### src/rtl/sdram_arbit_if.sv
// Bundle of the signals between the SDRAM command arbiter, its four sub-controllers and the pads.
// The arbiter uses modport master. The client and pad side uses modport slave.
interface sdram_arbit_if #(
  parameter int ADDR_W = 12,
  parameter int BANK_W = 2,
  parameter int DQ_W   = 16
);

  // init sub-controller
  logic [3:0]        init_cmd;
  logic [ADDR_W-1:0] init_addr;
  logic              flag_init_end;

  // auto-refresh sub-controller
  logic              aref_req;
  logic              aref_en;
  logic [3:0]        aref_cmd;
  logic [ADDR_W-1:0] aref_addr;
  logic              flag_aref_end;

  // write sub-controller
  logic              wr_req;
  logic              wr_en;
  logic [3:0]        wr_cmd;
  logic [ADDR_W-1:0] wr_addr;
  logic [BANK_W-1:0] wr_bank;
  logic [DQ_W-1:0]   wr_data;
  logic              flag_wr_end;

  // read sub-controller
  logic              rd_req;
  logic              rd_en;
  logic [3:0]        rd_cmd;
  logic [ADDR_W-1:0] rd_addr;
  logic [BANK_W-1:0] rd_bank;
  logic              flag_rd_end;

  // SDRAM pins and status
  logic              sdram_cke;
  logic              sdram_cs_n;
  logic              sdram_ras_n;
  logic              sdram_cas_n;
  logic              sdram_we_n;
  logic [BANK_W-1:0] sdram_bank;
  logic [ADDR_W-1:0] sdram_addr;
  logic [DQ_W-1:0]   sdram_dq_out;
  logic              sdram_dq_oe;
  logic [4:0]        arb_state;

  modport master (
    input  init_cmd, init_addr, flag_init_end,
    input  aref_req, aref_cmd, aref_addr, flag_aref_end,
    input  wr_req, wr_cmd, wr_addr, wr_bank, wr_data, flag_wr_end,
    input  rd_req, rd_cmd, rd_addr, rd_bank, flag_rd_end,
    output aref_en, wr_en, rd_en,
    output sdram_cke, sdram_cs_n, sdram_ras_n, sdram_cas_n, sdram_we_n,
    output sdram_bank, sdram_addr, sdram_dq_out, sdram_dq_oe, arb_state
  );

  modport slave (
    output init_cmd, init_addr, flag_init_end,
    output aref_req, aref_cmd, aref_addr, flag_aref_end,
    output wr_req, wr_cmd, wr_addr, wr_bank, wr_data, flag_wr_end,
    output rd_req, rd_cmd, rd_addr, rd_bank, flag_rd_end,
    input  aref_en, wr_en, rd_en,
    input  sdram_cke, sdram_cs_n, sdram_ras_n, sdram_cas_n, sdram_we_n,
    input  sdram_bank, sdram_addr, sdram_dq_out, sdram_dq_oe, arb_state
  );

endinterface

### src/rtl/sdram_arbit.sv
// SDRAM command arbiter: grants refresh > write > read, one client at a time,
// and multiplexes the granted client's command/address/bank onto the pins.
module sdram_arbit #(
  parameter int ADDR_W = 12,
  parameter int BANK_W = 2,
  parameter int DQ_W   = 16
) (
  input  logic          sclk,
  input  logic          s_rst_n,
  sdram_arbit_if.master bus
);

  typedef enum logic [4:0] {
    S_INIT  = 5'b00001,
    S_ARBIT = 5'b00010,
    S_AREF  = 5'b00100,
    S_WRITE = 5'b01000,
    S_READ  = 5'b10000
  } state_e;

  localparam logic [3:0] CMD_NOP = 4'b0111;

  state_e            state_q, state_d;
  logic              aref_en_q, aref_en_d;
  logic              wr_en_q, wr_en_d;
  logic              rd_en_q, rd_en_d;
  logic              cke_q;

  logic [3:0]        cmd_mux;
  logic [ADDR_W-1:0] addr_mux;
  logic [BANK_W-1:0] bank_mux;
  logic              dq_oe_mux;

  // State register; cke rises on the first clock after reset release.
  always_ff @(posedge sclk) begin
    if (!s_rst_n) begin
      state_q   <= S_INIT;
      aref_en_q <= 1'b0;
      wr_en_q   <= 1'b0;
      rd_en_q   <= 1'b0;
      cke_q     <= 1'b0;
    end else begin
      state_q   <= state_d;
      aref_en_q <= aref_en_d;
      wr_en_q   <= wr_en_d;
      rd_en_q   <= rd_en_d;
      cke_q     <= 1'b1;
    end
  end

  // Grants only leave ARBIT, so every grant is preceded by at least one NOP cycle.
  always_comb begin
    state_d = state_q;
    case (state_q)
      S_INIT:  if (bus.flag_init_end) state_d = S_ARBIT;
      S_ARBIT: begin
        if (bus.aref_req)    state_d = S_AREF;
        else if (bus.wr_req) state_d = S_WRITE;
        else if (bus.rd_req) state_d = S_READ;
      end
      S_AREF:  if (bus.flag_aref_end) state_d = S_ARBIT;
      S_WRITE: if (bus.flag_wr_end)   state_d = S_ARBIT;
      S_READ:  if (bus.flag_rd_end)   state_d = S_ARBIT;
      default: state_d = S_INIT;
    endcase

    aref_en_d = (state_q == S_ARBIT) && (state_d == S_AREF);
    wr_en_d   = (state_q == S_ARBIT) && (state_d == S_WRITE);
    rd_en_d   = (state_q == S_ARBIT) && (state_d == S_READ);
  end

  // Pin mux from the current state; client outputs are already registered.
  always_comb begin
    cmd_mux   = CMD_NOP;
    addr_mux  = '0;
    bank_mux  = '0;
    dq_oe_mux = 1'b0;
    case (state_q)
      S_INIT: begin
        cmd_mux  = bus.init_cmd;
        addr_mux = bus.init_addr;
      end
      S_AREF: begin
        cmd_mux  = bus.aref_cmd;
        addr_mux = bus.aref_addr;
      end
      S_WRITE: begin
        cmd_mux   = bus.wr_cmd;
        addr_mux  = bus.wr_addr;
        bank_mux  = bus.wr_bank;
        dq_oe_mux = 1'b1;
      end
      S_READ: begin
        cmd_mux  = bus.rd_cmd;
        addr_mux = bus.rd_addr;
        bank_mux = bus.rd_bank;
      end
      default: ;
    endcase
  end

  assign bus.aref_en      = aref_en_q;
  assign bus.wr_en        = wr_en_q;
  assign bus.rd_en        = rd_en_q;
  assign bus.sdram_cke    = cke_q;
  assign bus.sdram_cs_n   = cmd_mux[3];
  assign bus.sdram_ras_n  = cmd_mux[2];
  assign bus.sdram_cas_n  = cmd_mux[1];
  assign bus.sdram_we_n   = cmd_mux[0];
  assign bus.sdram_addr   = addr_mux;
  assign bus.sdram_bank   = bank_mux;
  assign bus.sdram_dq_out = bus.wr_data;
  assign bus.sdram_dq_oe  = dq_oe_mux;
  assign bus.arb_state    = state_q;

endmodule
### src/flat_wrapper.sv
// flat-port wrapper written by rule: the top's interface ports become plain ports
module sdram_arbit_flat 
#(
  parameter int ADDR_W = 12,
  parameter int BANK_W = 2,
  parameter int DQ_W   = 16
)
  (sclk, s_rst_n, bus_init_cmd, bus_init_addr, bus_flag_init_end, bus_aref_req, bus_aref_cmd, bus_aref_addr, bus_flag_aref_end, bus_wr_req, bus_wr_cmd, bus_wr_addr, bus_wr_bank, bus_wr_data, bus_flag_wr_end, bus_rd_req, bus_rd_cmd, bus_rd_addr, bus_rd_bank, bus_flag_rd_end, bus_aref_en, bus_wr_en, bus_rd_en, bus_sdram_cke, bus_sdram_cs_n, bus_sdram_ras_n, bus_sdram_cas_n, bus_sdram_we_n, bus_sdram_bank, bus_sdram_addr, bus_sdram_dq_out, bus_sdram_dq_oe, bus_arb_state);
  sdram_arbit_if #(.ADDR_W(ADDR_W), .BANK_W(BANK_W), .DQ_W(DQ_W)) bus_i ();
  input  logic sclk;
  input  logic s_rst_n;
  input wire logic [$bits(bus_i.init_cmd)-1:0] bus_init_cmd;
  input wire logic [$bits(bus_i.init_addr)-1:0] bus_init_addr;
  input wire logic [$bits(bus_i.flag_init_end)-1:0] bus_flag_init_end;
  input wire logic [$bits(bus_i.aref_req)-1:0] bus_aref_req;
  input wire logic [$bits(bus_i.aref_cmd)-1:0] bus_aref_cmd;
  input wire logic [$bits(bus_i.aref_addr)-1:0] bus_aref_addr;
  input wire logic [$bits(bus_i.flag_aref_end)-1:0] bus_flag_aref_end;
  input wire logic [$bits(bus_i.wr_req)-1:0] bus_wr_req;
  input wire logic [$bits(bus_i.wr_cmd)-1:0] bus_wr_cmd;
  input wire logic [$bits(bus_i.wr_addr)-1:0] bus_wr_addr;
  input wire logic [$bits(bus_i.wr_bank)-1:0] bus_wr_bank;
  input wire logic [$bits(bus_i.wr_data)-1:0] bus_wr_data;
  input wire logic [$bits(bus_i.flag_wr_end)-1:0] bus_flag_wr_end;
  input wire logic [$bits(bus_i.rd_req)-1:0] bus_rd_req;
  input wire logic [$bits(bus_i.rd_cmd)-1:0] bus_rd_cmd;
  input wire logic [$bits(bus_i.rd_addr)-1:0] bus_rd_addr;
  input wire logic [$bits(bus_i.rd_bank)-1:0] bus_rd_bank;
  input wire logic [$bits(bus_i.flag_rd_end)-1:0] bus_flag_rd_end;
  output wire logic [$bits(bus_i.aref_en)-1:0] bus_aref_en;
  output wire logic [$bits(bus_i.wr_en)-1:0] bus_wr_en;
  output wire logic [$bits(bus_i.rd_en)-1:0] bus_rd_en;
  output wire logic [$bits(bus_i.sdram_cke)-1:0] bus_sdram_cke;
  output wire logic [$bits(bus_i.sdram_cs_n)-1:0] bus_sdram_cs_n;
  output wire logic [$bits(bus_i.sdram_ras_n)-1:0] bus_sdram_ras_n;
  output wire logic [$bits(bus_i.sdram_cas_n)-1:0] bus_sdram_cas_n;
  output wire logic [$bits(bus_i.sdram_we_n)-1:0] bus_sdram_we_n;
  output wire logic [$bits(bus_i.sdram_bank)-1:0] bus_sdram_bank;
  output wire logic [$bits(bus_i.sdram_addr)-1:0] bus_sdram_addr;
  output wire logic [$bits(bus_i.sdram_dq_out)-1:0] bus_sdram_dq_out;
  output wire logic [$bits(bus_i.sdram_dq_oe)-1:0] bus_sdram_dq_oe;
  output wire logic [$bits(bus_i.arb_state)-1:0] bus_arb_state;
  assign bus_i.init_cmd = bus_init_cmd;
  assign bus_i.init_addr = bus_init_addr;
  assign bus_i.flag_init_end = bus_flag_init_end;
  assign bus_i.aref_req = bus_aref_req;
  assign bus_i.aref_cmd = bus_aref_cmd;
  assign bus_i.aref_addr = bus_aref_addr;
  assign bus_i.flag_aref_end = bus_flag_aref_end;
  assign bus_i.wr_req = bus_wr_req;
  assign bus_i.wr_cmd = bus_wr_cmd;
  assign bus_i.wr_addr = bus_wr_addr;
  assign bus_i.wr_bank = bus_wr_bank;
  assign bus_i.wr_data = bus_wr_data;
  assign bus_i.flag_wr_end = bus_flag_wr_end;
  assign bus_i.rd_req = bus_rd_req;
  assign bus_i.rd_cmd = bus_rd_cmd;
  assign bus_i.rd_addr = bus_rd_addr;
  assign bus_i.rd_bank = bus_rd_bank;
  assign bus_i.flag_rd_end = bus_flag_rd_end;
  assign bus_aref_en = bus_i.aref_en;
  assign bus_wr_en = bus_i.wr_en;
  assign bus_rd_en = bus_i.rd_en;
  assign bus_sdram_cke = bus_i.sdram_cke;
  assign bus_sdram_cs_n = bus_i.sdram_cs_n;
  assign bus_sdram_ras_n = bus_i.sdram_ras_n;
  assign bus_sdram_cas_n = bus_i.sdram_cas_n;
  assign bus_sdram_we_n = bus_i.sdram_we_n;
  assign bus_sdram_bank = bus_i.sdram_bank;
  assign bus_sdram_addr = bus_i.sdram_addr;
  assign bus_sdram_dq_out = bus_i.sdram_dq_out;
  assign bus_sdram_dq_oe = bus_i.sdram_dq_oe;
  assign bus_arb_state = bus_i.arb_state;
  sdram_arbit #(.ADDR_W(ADDR_W), .BANK_W(BANK_W), .DQ_W(DQ_W)) u_core (.sclk(sclk), .s_rst_n(s_rst_n), .bus(bus_i));
endmodule
### config.mk
export PLATFORM = sky130hd
export DESIGN_NAME = sdram_arbit_flat
export DESIGN_NICKNAME = d
export VERILOG_FILES = /design/src/rtl/sdram_arbit_if.sv /design/src/rtl/sdram_arbit.sv /design/src/flat_wrapper.sv
export SDC_FILE = /design/constraint.sdc
export NUM_CORES = 1
export LEC_CHECK = 0
export ABC_AREA = 1
export ABC_CLOCK_PERIOD_IN_PS = 3800
export BUFFER_PORTS_ARGS = -buffer_cell sky130_fd_sc_hd__buf_2
export CORE_ASPECT_RATIO = 0.8
export CORE_MARGIN = 3
export CORE_UTILIZATION = 34
export CTS_CLUSTER_SIZE = 16
export DETAILED_ROUTE_END_ITERATION = 10
export PLACE_DENSITY = 0.86
export SYNTH_ARGS = -nofsm -noshare
export SYNTH_HDL_FRONTEND = slang
export SYNTH_SLANG_ARGS = --single-unit
### constraint.sdc
create_clock -name sclk -period 3.8 [get_ports sclk]
set_input_delay 0.95 -clock sclk [delete_from_list [all_inputs] [get_ports sclk]]
set_output_delay 0.95 -clock sclk [all_outputs]
set_load 0.01 [all_outputs]
* Word-level counts from Yosys, hierarchy flattened *
Cells that the tools add are included.

storage, ports and cells
  bits in registers = 9
  input port bits = 93
  output and inout port bits = 44
  word-level logic and storage cells = 29

operators by class
  equality and inequality tests = 8
  multiplexer cells = 13
  reductions and logical operators = 3

operators with widths
  operator                                              count
  one-hot mux 12 bit (4 select lines)                   1
  2-to-1 mux 5 bit                                      7
  one-hot mux 5 bit (5 select lines)                    1
  one-hot mux 4 bit (4 select lines)                    1
  equality test 5 x 3 -> 1 bit (second input constant)  2
  equality test 5 x 4 -> 1 bit (second input constant)  2
  equality test 5 bit (second input constant)           2
  equality test 5 x 1 -> 1 bit (second input constant)  1
  equality test 5 x 2 -> 1 bit (second input constant)  1
  one-hot mux 2 bit (2 select lines)                    1
  logical AND 1 bit                                     3
  2-to-1 mux 1 bit                                      2

* Longest topological paths before layout *
  depth in word-level cells = 6
  mapped depth = 8
  mapped depth without buffers = 8

* Worst setup path after synthesis *
OpenSTA, ideal clock, no wires.

  path type = input to output
  start = input port bus_aref_cmd[1]
  end = output port bus_sdram_cas_n
  arrival = 1.231 ns
  data required time = 2.850 ns
  slack = 1.619 ns
  stages on the path = 4
  path buffers = 0
  cells stage by stage = nand2_1 -> nand2_1 -> a21oi_1 -> nand2_1

between the ends
  longest elaborated chain between the ends = 1

ends and longest elaborated chain
  item                                line                source
  start, declared                     flat_wrapper.sv:16  input wire logic [$bits(bus_i.aref_cmd)-1:0] bus_aref_cmd;
  one-hot mux 4 bit (4 select lines)  sdram_arbit.sv:78   case (state_q)
  end, declared                       flat_wrapper.sv:36  output wire logic [$bits(bus_i.sdram_cas_n)-1:0] bus_sdram_cas_n;

No other way between the ends.

* Worst setup path after layout *
  start = register u_core.state_q[2], in the netlist u_core.bus.arb_state[2]
  end = output port bus_sdram_cas_n

between the ends
  longest elaborated chain between the ends = 2
  elaborated cells between the ends (all ways) = 5
  classes of those cells = 4 x eq/ne; 1 x mux

ends and longest elaborated chain
  item                                         line               source
  start, declared                              sdram_arbit.sv:23  state_e state_q, state_d;
  start signal, assigned                       sdram_arbit.sv:43  state_q <= state_d;
  equality test 5 bit (tied with other cells)  sdram_arbit.sv:78
  one-hot mux 4 bit (4 select lines) *         sdram_arbit.sv:78

Mark *: on every way between the ends. The rest lies on a longest branch, timed or not.

==> flow_metrics.py <==
metrics = {
    "route": {
        "drt.antenna.violating_nets": 0,
        "drt_first_iter_violations": 30,
        "avgRoutedWirePerCell_um": 11.8,
        "wirelength_mm": 3.60,
        "drt_drc_violations_left": 0,
        "drt-pass1-iter-count": 4,
        "route.detailed.vias_per_inst": 4.66,
        "detailroute.via_count": 1418,
    },
    "layout": {
        "area_of_the_multi_input_gates_um2": 616,
        "num-nets-final": 360,
        "seqCellArea_um2": 180,
        "final_core_util": 0.523,
        "post_route_cells_drive_above_1_share": 0.447,
        "instances_no_fill": 304,
        "area.growth.synth_to_final_pct": 44.1,
        "nFillCells": 299,
        "diodes": 0,
        "finish.instance_area_mm2": 0.00148,
    },
    "clock_tree": {
        "clock_tree_from_tritoncts": "done",
        "clk_root_buffer_cell": "sky130_fd_sc_hd__clkbuf_8",
        "cts.clk_slew.worst_paths_ns": 0.05,
        "cts_htree_levels": 1,
        "cts.repair.resized": 0,
        "cts_setup_buffers": 0,
        "cts_buffers": 3,
        "numClockSinks": 9,
        "worstSkewPairLatency_ns": 0.24,
        "clockBufferDepth": 2,
        "cts_hold_buffers": 0,
    },
    "sta": {
        "worst_slack_ns": 1.19,
        "finClkSkew_ns": 0.00635,
        "timing_max_transition_violations_final": 0,
        "final_hold_violation_count": 0,
        "worst_pin_slew_ns": 0.388,
        "max_clock_freq_mhz": 383,
        "setup_tns_ns": 0,
        "post-route-period-util": 0.688,
        "rsz0062_at_grt": "false",
        "final_period_demand_of_the_worst_path_ns": 2.61,
        "relSlewSlack": 0.741,
        "fin_worst_hold_slack_ns": 0.732,
        "report.final.setup_viol": 0,
    },
    "floorplan": {
        "floorplan.core_area_mm2": 0.00283,
        "top_level_ports": 137,
        "fp-row-count": 17,
        "initial_core_util": 0.363,
        "die_span_in_y_um": 55.2,
        "die_w_um": 67.5,
        "dieArea_mm2": 0.00372,
    },
    "setup_path": {
        "series_of_cell_instances_along_the_critical_path": "inv_1 > nor2_1 > nand3_1 > inv_2 > nand2_1 > nand2_1 > a21oi_1 > nand2_1 > buf_2",
        "worst_r2r_path_depth": 6,
        "rr_startpoint": "u_core.bus.arb_state[3]$_SDFF_PN0_",
        "cp_slowest_stage_delay_ns": 0.41,
        "cell_with_the_largest_stage_delay_on_the_worst_path": "sky130_fd_sc_hd__dfxtp_1",
        "timing.critical_path.required_ns": 2.85,
        "cpLargestDelayFamily": "simple AND/OR/NAND/NOR gates",
        "critical_path_buf_inv_count": 3,
        "regToRegSetupSlack_ns": 2.38,
        "critPathArrivalTime_ns": 1.66,
        "critPathLaunchType": "register",
        "worstSetupPathType": "register to output port",
        "timing.critical_path.mode_cell": "sky130_fd_sc_hd__nand2_1",
        "critical_path.max_fanout": 17,
        "worst_r2r_dst": "u_core.bus.arb_state[3]$_SDFF_PN0_",
        "timing.critical_path.to_type": "output port",
    },
    "placed_design": {
        "place_congestion": 0.833,
        "placement.setup.worst_slack_ns": 1.38,
        "place_inst": 300,
        "portBuffers": 104,
        "place_hpwl_mm": 2.93,
        "post_dp_cell_area_mm2": 0.00144,
    },
    "min_path": {
        "hold_path_depth": 3,
        "hp-start": "u_core.bus.arb_state[1]$_SDFF_PN0_",
        "hold_path.class": "register to register",
        "hold_end": "u_core.bus.arb_state[0]$_SDFF_PN1_",
    },
    "yosys": {
        "synth_commonest_cells": "sky130_fd_sc_hd__nand2_1 (76), sky130_fd_sc_hd__nand4_1 (18), sky130_fd_sc_hd__buf_4 (17), sky130_fd_sc_hd__inv_1 (14), sky130_fd_sc_hd__nor2_1 (11)",
        "postSynthCellCount": 179,
        "synth-async-reset-ratio": 0,
        "avgSynthCellArea_um2": 5.74,
        "dominant_cell_type_by_area_after_synthesis": "sky130_fd_sc_hd__nand2_1",
        "synth-seq-cells": 9,
        "syn-num-nets": 272,
        "yosys_most_used_dff": "sky130_fd_sc_hd__dfxtp_1",
        "ys.warnings.count": 0,
        "seq_area_frac_synth": 0.175,
        "count_of_different_cell_masters_after_synthesis": 22,
        "mappedNetlistArea_mm2": 0.00103,
        "synth_edf_count": 0,
        "synthTopCellsByArea": "sky130_fd_sc_hd__nand2_1 (28%), sky130_fd_sc_hd__dfxtp_1 (18%), sky130_fd_sc_hd__buf_4 (12%)",
        "synth.most_common_cell": "sky130_fd_sc_hd__nand2_1",
        "post-synth-top-area-fraction": 0.278,
    },
    "global_route": {
        "antenna_violations_before_repair": 0,
        "grt_use_total": 0.187,
        "via_count_of_the_first_global_routing_pass": 1229,
        "overflow": 0,
        "grt_max_degree": 21,
        "grt_first_pass_wirelength_mm": 5.14,
    },
    "run_status": {
        "result_of_the_run": "complete, no violations",
    },
    "run": {
        "maxCapViolCount": 0,
    },
    "power": {
        "worst_ir_drop_vdd_mv": 0.115,
        "p_leak_nw": 0.880,
        "power_density_mw_per_mm2": 241,
        "power_mw": 0.356,
    },
}
-- sequential cells by signal, summed over array words and instances, names as in the netlist --
name / cells
u_core.bus.wr_en: 1
u_core.bus.aref_en: 1
u_core.bus.sdram_cke: 1
u_core.bus.rd_en: 1
u_core.bus.arb_state: 5
-- area by class of cell --
cell class | count | share of cell area
inverter | 19 | 0.0482
tap | 38 | 0.0321
sequential | 9 | 0.122
clock buffer | 4 | 0.0304
multi-input combinational | 130 | 0.416
timing repair buffer | 104 | 0.352
-- worst max-delay path by stage --
stage | startpoint | end | cells past startpoint
floorplan | bus_aref_cmd[1] | bus_sdram_cas_n | 4
global placement | bus_aref_cmd[1] | bus_sdram_cas_n | 6
detailed placement | bus_aref_cmd[1] | bus_sdram_cas_n | 6
CTS | u_core.bus.arb_state[4]$_SDFF_PN0_ | bus_sdram_ras_n | 7
global route | u_core.bus.arb_state[2]$_SDFF_PN0_ | bus_sdram_cas_n | 9
finish | u_core.bus.arb_state[2]$_SDFF_PN0_ | bus_sdram_cas_n | 9
-- layer usage --
| layer | up-vias | global-route usage | wire length [µm] |
|---|---|---|---|
| li1 | 738 | - | - |
| met1 | 604 | 0.218 | 1450 |
| met2 | 68 | 0.320 | 1720 |
| met3 | 8 | 0.0566 | 369 |
| met4 | 0 | 0.0875 | 69 |
| met5 | - | 0 | 0 |
-- worst register-to-register path, delay by kind of cell (launching register included) --
family                 cells  cell delay [ns]
AO/OA/AOI/OAI              1             0.16
buffers and inverters      2             0.38
flip-flops                 1             0.43
AND/OR/NAND/NOR            3             0.39
-- where the power goes --
group | internal [mW] | switching (mW)
clock | 0.0732 | 0.0387
sequential | 0.0980 | 0.00412
combinational | 0.0654 | 0.0768
-- layout by cell type (no fill, tap or decap) --
| master | synthesis | routed |
|---|---|---|
| sky130_fd_sc_hd__a21oi_1 | 8 | 8 |
| sky130_fd_sc_hd__a22o_1 | 2 | 2 |
| sky130_fd_sc_hd__a22oi_2 | 1 | 1 |
| sky130_fd_sc_hd__buf_2 | 2 | 104 |
| sky130_fd_sc_hd__clkbuf_1 | 0 | 1 |
| sky130_fd_sc_hd__clkbuf_8 | 0 | 3 |
| sky130_fd_sc_hd__dfxtp_1 | 9 | 9 |
| sky130_fd_sc_hd__inv_1 | 14 | 14 |
| sky130_fd_sc_hd__inv_2 | 5 | 5 |
| sky130_fd_sc_hd__nand2_1 | 76 | 76 |
| sky130_fd_sc_hd__nand3_1 | 3 | 3 |
| sky130_fd_sc_hd__nand3_2 | 1 | 1 |
| sky130_fd_sc_hd__nand4_1 | 18 | 18 |
| sky130_fd_sc_hd__nand4_2 | 1 | 1 |
| sky130_fd_sc_hd__nor2_1 | 11 | 11 |
| sky130_fd_sc_hd__nor2_2 | 1 | 1 |
| sky130_fd_sc_hd__nor2_4 | 2 | 2 |
| sky130_fd_sc_hd__nor3_1 | 1 | 1 |
| sky130_fd_sc_hd__o211ai_1 | 2 | 2 |
| sky130_fd_sc_hd__o21ai_1 | 1 | 1 |
| sky130_fd_sc_hd__o21ai_2 | 1 | 1 |
| sky130_fd_sc_hd__or2_1 | 1 | 1 |
-- cell families after synthesis --
logic type      after synthesis  share of synthesized area
simple gates                115                      0.503
compound gates               15                     0.0962
buf+inv                      40                      0.225
flops                         9                      0.175
Note: power is estimated with default switching activity, not from simulation.
